<file path="src/rtl/lsu_pkg.sv">
// Shared definitions for the load/store controller.
// Holds RISC-V funct3 width codes, the FSM state encoding, byte/halfword
// lane selectors, the captured-request payload and a word-address helper.
package lsu_pkg;

    localparam int unsigned XLEN = 32;

    // RISC-V load/store width codes (funct3)
    localparam logic [2:0] F3_B  = 3'b000;
    localparam logic [2:0] F3_H  = 3'b001;
    localparam logic [2:0] F3_W  = 3'b010;
    localparam logic [2:0] F3_BU = 3'b100;
    localparam logic [2:0] F3_HU = 3'b101;

    typedef enum logic [2:0] {
        ST_IDLE  = 3'd0,
        ST_LOAD  = 3'd1,
        ST_MERGE = 3'd2,
        ST_WRITE = 3'd3,
        ST_RESP  = 3'd4
    } state_t;

    // Byte lane within a word, selected by addr[1:0]
    localparam logic [1:0] LANE_B0 = 2'd0;
    localparam logic [1:0] LANE_B1 = 2'd1;
    localparam logic [1:0] LANE_B2 = 2'd2;
    localparam logic [1:0] LANE_B3 = 2'd3;

    // Halfword lane within a word, selected by addr[1]
    localparam logic LANE_H_LO = 1'b0;
    localparam logic LANE_H_HI = 1'b1;

    // Request fields kept for the duration of one access
    typedef struct packed {
        logic            we;
        logic [2:0]      funct3;
        logic [1:0]      lane;
        logic [XLEN-1:0] wdata;
    } req_t;

    function automatic logic [XLEN-1:0] word_addr(input logic [XLEN-1:0] a);
        return {a[XLEN-1:2], 2'b00};
    endfunction

endpackage

</file>
<file path="src/rtl/lsu_mem_ctrl_align.sv">
// Combinational lane logic for the load/store controller.
// Ports:
//   word       - current RAM word
//   wdata      - right-aligned store data
//   addr_lo    - byte offset addr[1:0]
//   funct3     - RISC-V width/sign code
//   we         - 1 = store, 0 = load
//   load_data  - extracted and sign/zero-extended load value
//   store_word - word with the store lane replaced (raw wdata for SW)
//   err        - illegal funct3, or misaligned when LSU_MISALIGN_CHECK_EN
// Build option: `define LSU_MISALIGN_CHECK_EN enables misalignment errors.
module lsu_align
    import lsu_pkg::*;
(
    input  logic [XLEN-1:0] word,
    input  logic [XLEN-1:0] wdata,
    input  logic [1:0]      addr_lo,
    input  logic [2:0]      funct3,
    input  logic            we,
    output logic [XLEN-1:0] load_data,
    output logic [XLEN-1:0] store_word,
    output logic            err
);

    logic [7:0]  byte_v;
    logic [15:0] half_v;
    logic        illegal;
    logic        misalign;

    // Load lane extract and extend
    always_comb begin
        byte_v = word[7:0];
        case (addr_lo)
            LANE_B1: byte_v = word[15:8];
            LANE_B2: byte_v = word[23:16];
            LANE_B3: byte_v = word[31:24];
            default: byte_v = word[7:0];
        endcase
        half_v = (addr_lo[1] == LANE_H_HI) ? word[31:16] : word[15:0];

        load_data = '0;
        case (funct3)
            F3_B:    load_data = {{24{byte_v[7]}}, byte_v};
            F3_H:    load_data = {{16{half_v[15]}}, half_v};
            F3_W:    load_data = word;
            F3_BU:   load_data = {24'd0, byte_v};
            F3_HU:   load_data = {16'd0, half_v};
            default: load_data = '0;
        endcase
    end

    // Store merge: overwrite only the addressed lane of the old word
    always_comb begin
        store_word = word;
        case (funct3)
            F3_B: begin
                case (addr_lo)
                    LANE_B1: store_word[15:8]  = wdata[7:0];
                    LANE_B2: store_word[23:16] = wdata[7:0];
                    LANE_B3: store_word[31:24] = wdata[7:0];
                    default: store_word[7:0]   = wdata[7:0];
                endcase
            end
            F3_H: begin
                if (addr_lo[1] == LANE_H_LO) store_word[15:0]  = wdata[15:0];
                else                         store_word[31:16] = wdata[15:0];
            end
            F3_W:    store_word = wdata;
            default: store_word = word;
        endcase
    end

    // Error flag; unsigned widths exist only for loads
    always_comb begin
        illegal = 1'b1;
        case (funct3)
            F3_B, F3_H, F3_W: illegal = 1'b0;
            F3_BU, F3_HU:     illegal = we;
            default:          illegal = 1'b1;
        endcase

        misalign = 1'b0;
`ifdef LSU_MISALIGN_CHECK_EN
        case (funct3)
            F3_H, F3_HU: misalign = addr_lo[0];
            F3_W:        misalign = |addr_lo;
            default:     misalign = 1'b0;
        endcase
`endif
        err = illegal | misalign;
    end

endmodule

</file>
<file path="src/rtl/lsu_mem_ctrl.sv">
// Load/store controller between the memory stage and a word-wide RAM.
// One request at a time; byte/halfword stores are read-modify-write.
// Ports:
//   clk, rst                - clock, synchronous active-high reset
//   req_valid/req_ready     - request handshake (ready only when idle)
//   req_we, req_funct3      - store flag and RISC-V width code
//   req_addr, req_wdata     - byte address and right-aligned store data
//   resp_valid              - one-cycle completion pulse
//   resp_rdata, resp_err    - extended load data / error, held until next response
//   mem_we, mem_addr        - RAM write enable and word-aligned address
//   mem_wdata, mem_rdata    - RAM write word and combinational read word
// Build option: `define LSU_MISALIGN_CHECK_EN enables misalignment errors.
module lsu_mem_ctrl
    import lsu_pkg::*;
(
    input  logic            clk,
    input  logic            rst,
    input  logic            req_valid,
    output logic            req_ready,
    input  logic            req_we,
    input  logic [2:0]      req_funct3,
    input  logic [XLEN-1:0] req_addr,
    input  logic [XLEN-1:0] req_wdata,
    output logic            resp_valid,
    output logic [XLEN-1:0] resp_rdata,
    output logic            resp_err,
    output logic            mem_we,
    output logic [XLEN-1:0] mem_addr,
    output logic [XLEN-1:0] mem_wdata,
    input  logic [XLEN-1:0] mem_rdata
);

    state_t          state;
    req_t            cur;
    logic            idle;
    logic [1:0]      al_addr;
    logic [2:0]      al_funct3;
    logic            al_we;
    logic [XLEN-1:0] al_load;
    logic [XLEN-1:0] al_store;
    logic            al_err;

    // Lane logic checks the incoming request while idle, the captured one otherwise
    assign idle      = (state == ST_IDLE);
    assign al_addr   = idle ? req_addr[1:0] : cur.lane;
    assign al_funct3 = idle ? req_funct3    : cur.funct3;
    assign al_we     = idle ? req_we        : cur.we;

    lsu_align u_align (
        .word       (mem_rdata),
        .wdata      (cur.wdata),
        .addr_lo    (al_addr),
        .funct3     (al_funct3),
        .we         (al_we),
        .load_data  (al_load),
        .store_word (al_store),
        .err        (al_err)
    );

    // Controller FSM; RAM-side outputs are registered alongside the state
    always_ff @(posedge clk) begin
        if (rst) begin
            state      <= ST_IDLE;
            cur        <= '0;
            req_ready  <= 1'b1;
            resp_valid <= 1'b0;
            resp_rdata <= '0;
            resp_err   <= 1'b0;
            mem_we     <= 1'b0;
            mem_addr   <= '0;
            mem_wdata  <= '0;
        end else begin
            resp_valid <= 1'b0;
            case (state)
                ST_IDLE: begin
                    if (req_valid && req_ready) begin
                        cur.we     <= req_we;
                        cur.funct3 <= req_funct3;
                        cur.lane   <= req_addr[1:0];
                        cur.wdata  <= req_wdata;
                        req_ready  <= 1'b0;
                        if (al_err) begin
                            // Rejected without touching the RAM
                            state      <= ST_RESP;
                            resp_valid <= 1'b1;
                            resp_err   <= 1'b1;
                            resp_rdata <= '0;
                        end else if (!req_we) begin
                            state    <= ST_LOAD;
                            mem_addr <= word_addr(req_addr);
                        end else if (req_funct3 == F3_W) begin
                            state     <= ST_WRITE;
                            mem_addr  <= word_addr(req_addr);
                            mem_we    <= 1'b1;
                            mem_wdata <= req_wdata;
                        end else begin
                            state    <= ST_MERGE;
                            mem_addr <= word_addr(req_addr);
                        end
                    end
                end
                ST_LOAD: begin
                    state      <= ST_RESP;
                    mem_addr   <= '0;
                    resp_valid <= 1'b1;
                    resp_rdata <= al_load;
                    resp_err   <= 1'b0;
                end
                ST_MERGE: begin
                    state     <= ST_WRITE;
                    mem_we    <= 1'b1;
                    mem_wdata <= al_store;
                end
                ST_WRITE: begin
                    state      <= ST_RESP;
                    mem_we     <= 1'b0;
                    mem_wdata  <= '0;
                    mem_addr   <= '0;
                    resp_valid <= 1'b1;
                    resp_rdata <= '0;
                    resp_err   <= 1'b0;
                end
                ST_RESP: begin
                    state     <= ST_IDLE;
                    req_ready <= 1'b1;
                end
                default: begin
                    state     <= ST_IDLE;
                    req_ready <= 1'b1;
                    mem_we    <= 1'b0;
                    mem_addr  <= '0;
                    mem_wdata <= '0;
                end
            endcase
        end
    end

endmodule

</file>
<file path="config.mk">
export PLATFORM = sky130hd
export DESIGN_NAME = lsu_mem_ctrl
export DESIGN_NICKNAME = d
export VERILOG_FILES = /design/src/rtl/lsu_pkg.sv /design/src/rtl/lsu_mem_ctrl_align.sv /design/src/rtl/lsu_mem_ctrl.sv
export SDC_FILE = /design/constraint.sdc
export NUM_CORES = 1
export LEC_CHECK = 0
export ABC_AREA = 0
export CAP_MARGIN = 30
export CORE_ASPECT_RATIO = 1.4
export CORE_UTILIZATION = 42
export CTS_CLUSTER_SIZE = 20
export DETAILED_ROUTE_END_ITERATION = 6
export PLACE_DENSITY = 0.76
export RECOVER_POWER = 25
export SYNTH_ARGS = -nofsm -noshare
export SYNTH_HDL_FRONTEND = slang
export SYNTH_SLANG_ARGS = --single-unit
export TNS_END_PERCENT = 30
</file>
<file path="constraint.sdc">
create_clock -name clk -period 2.2 [get_ports clk]
set_input_delay 0.22 -clock clk [delete_from_list [all_inputs] [get_ports clk]]
set_output_delay 0.22 -clock clk [all_outputs]
set_load 0.03 [all_outputs]
</file>
==> flow_summary_export.csv <==
group,metric,value,unit
timing,finalSetupTns,0,ns
timing,timing.fmax,0.458,GHz
timing,hold_ws,0.232,ns
cells_and_area,diodes,0,
route,dr.first_iter.drc_count,683,
route,via_per_inst,5.92,
run_status,outcome,"completed",
synthesis,synth-edff-count,0,
synthesis,synth_xor_area_share,0,%
cells_and_area,syn2layout_area_growth,50.5,%
cts,cts.clk_slew.worst_paths,0.06,ns
die,rows,53,
synthesis,synth-main-ff-cell,"dfxtp_1",
worst_setup_path,worstPathArrival,2.53,ns
synthesis,seq_area_frac_synth,43.1,%
global_routing,antenna_found_initial,0,
worst_setup_path,setup.worst_path.end_class,"flip-flop",
die,start_util,42.9,%
route,num_vias,6750,
cells_and_area,fin_util,64.6,%
cts,cts_root_buf,"clkbuf_16",
synthesis,avgSynthCellArea,9.36,sq um
cts,clkLatencyLatePin,0.42,ns
synthesis,synthMuxAreaShare,4.32,%
global_routing,grtUsageMet3,6.97,%
cells_and_area,drive_gt1_share,15.3,%
cts,cts_tree,"done",
cts,cts.sinks,139,
synthesis,synth_top_area_share,43.1,%
die,die_x,107,um
worst_setup_path,cp_max_fo,7,
die,dieHeight,149,um
synthesis,synth_compound_area_share,30.5,%
timing,slew_viol_final,0,
route,drt-total-wl,22200,um
synthesis,ys_async_sr_fraction,0,%
worst_setup_path,critical_path_class,"flip-flop to flip-flop",
synthesis,synth_simple_gate_area_share,17.0,%
place,gp_congestion,0.886,
timing,rsz0062_at_grt,"yes",
synthesis,synth_top_family_by_area,"compound AO/OA/AOI/OAI gates",
hold_path,hold_class,"primary input to flip-flop",
cells_and_area,final_nets,1038,
pwr,p_leak,3.77,nW
global_routing,grt_pass1_vias,6379,
synthesis,netlist_area,6460,sq um
pwr,power_density,795,nW/um^2
global_routing,gr-total-overflow,0,
timing,post-route-period-util,99.2,%
synthesis,synthTopCellsByArea,"dfxtp_1 (43%), a221o_1 (6.4%), nand2_1 (6.2%)",
synthesis,netlist_instances,690,
worst_setup_path,crit_path_start_kind,"flip-flop",
global_routing,busiest_layer,"met2",
timing,worst_pin_slew,1.02,ns
timing,timing.slew.headroom,31.4,%
synthesis,ys_ff_latch,139,
timing,hold_viol,0,
global_routing,grt_first_pass_wirelength,34100,um
synthesis,yosysWarnings,0,
route,ant_nets,0,
place,port_buffers,200,
synthesis,synthAdderAreaFrac,0,%
pwr,peakVddDrop,532,uV
die,dieArea,15900,sq um
cts,cts_hold_buf,0,
global_routing,met1_usage,31.9,%
global_routing,met2_usage,46.3,%
route,route.detailed.wl_per_inst,19.5,um
worst_setup_path,critPathRequiredTime,2.55,ns
synthesis,synth_top_cell_by_area,"dfxtp_1",
die,boundaryPins,203,
global_routing,grt_max_degree,48,
place,hpwl,16700,um
cts,cts_max_level,4,
die,coreArea,15100,sq um
timing,clock_skew,0.00733,ns
global_routing,track_usage,27.9,%
timing,period_needed,2.18,ns
pwr,p_total,7.73,mW
route,drt_pass1_iterations,6,
cts,cts.path.max_buffers,2,
timing,setup_viol,0,
synthesis,ys_types,66,
route,drc_errors,0,
flow_run,maxCapViolCount,0,
cts,numCtsBuffers,17,
## path summary, 6_finish.rpt
kind	from	to	slack (ns)	cells after the start
setup / recovery	state[0]$_SDFFE_PP0P_	resp_rdata[3]$_SDFFE_PP0P_	0.02	7
hold / removal	rst	cur[19]$_SDFFE_PP0P_	0.23	3
setup reg to reg	state[0]$_SDFFE_PP0P_	resp_rdata[3]$_SDFFE_PP0P_	0.02	7
hold reg to reg	cur[28]$_SDFFE_PP0P_	cur[28]$_SDFFE_PP0P_	0.45	2
## state kept, by name, summed over array words and instances, names as in the netlist
name and flops:
state 3, cur 38, mem_addr 30, mem_we 1, resp_rdata 32, req_ready 1, mem_wdata 32, resp_valid 1
resp_err 1
## per-layer routing
metal	wire length, um	vias to the layer above
li1	-	3119
met1	8060	3145
met2	10700	399
met3	2180	87
met4	1310	0
met5	0	-
## per-stage QoR
stage	instance area (sq um)	setup slack (ns)	std cells
after floorplan	6460	0.158	691
after global placement	9060	-0.121	1104
after detailed placement	9060	-0.165	1104
after CTS	9670	-0.00899	1137
after global routing	9720	-0.0294	1140
final	9720	0.0181	1140
## power by group
| part | switching [mW] | leakage [nW] | internal [mW] |
|---|---|---|---|
| combinational | 1.11 | 2.36 | 0.920 |
| clock | 1.18 | 0.276 | 1.69 |
| sequential | 0.144 | 1.13 | 2.69 |
## layout by cell type (no fill, tap or decap), types with 10 or more instances in the layout
master	count
a22o_1	31
dfxtp_1	137
mux2i_1	12
nor2_1	29
a22oi_1	24
a211oi_1	10
nand2_1	106
a221o_1	41
clkdlybuf4s50_1	152
buf_4	66
o21ai_0	22
clkbuf_16	17
nand3_1	28
dlygate4sd3_1	47
nor3_1	10
and2_1	19
a21oi_1	52
## synth_stat cells (all sizes together) (3+ instances only)
cell and instances:
or3 4, mux2i 17, a2bb2oi 8, nor2b 3, inv 3, a32oi 8
a22oi 25, o32a 5, o21bai 3, a211oi 11, a221o 41, o31ai 3
nand3b 4, nand2b 3, o21ai 24, dfxtp 139, nor2 32, a22o 31
a32o 6, nor4 4, and2 19, buf 33, a2111oi 4, a222oi 8
nand3 28, clkbuf 22, nand2 106, a21oi 52, nor3 16
## logic make-up (layout without fill, tap and decap cells)
group,count (synthesis),after routing
AND/OR/NAND/NOR,227,227
flip-flops,139,139
multiplexers,21,21
buffers and inverters,58,315
AO/OA/AOI/OAI,244,244
other,1,2
## worst max-delay path, stage by stage, from the launching register on
cell,delay (ns)
dfxtp_2,0.35
nor3_4,0.43
buf_6,0.18
mux2i_4,0.37
buf_4,0.21
nor2_2,0.08
o32a_1,0.36
o21ai_1,0.13
## what timing repair did
action / in CTS / in global routing
setup buffers: 1 / 3
resized for setup: 2 / 11
endpoints found under the setup margin: 28 / 76
pin swaps: 1 / 3
cloned: 0 / 0
## cell type report
type	instances	area [sq um]
clock inverter	14	159
sequential	139	2790
fill	1203	5330
clock buffer	18	429
tap	192	240
inverter	3	11.3
timing repair buffer	280	2680
multi-input combinational	494	3410
Note: power is estimated with default switching activity, not from simulation.
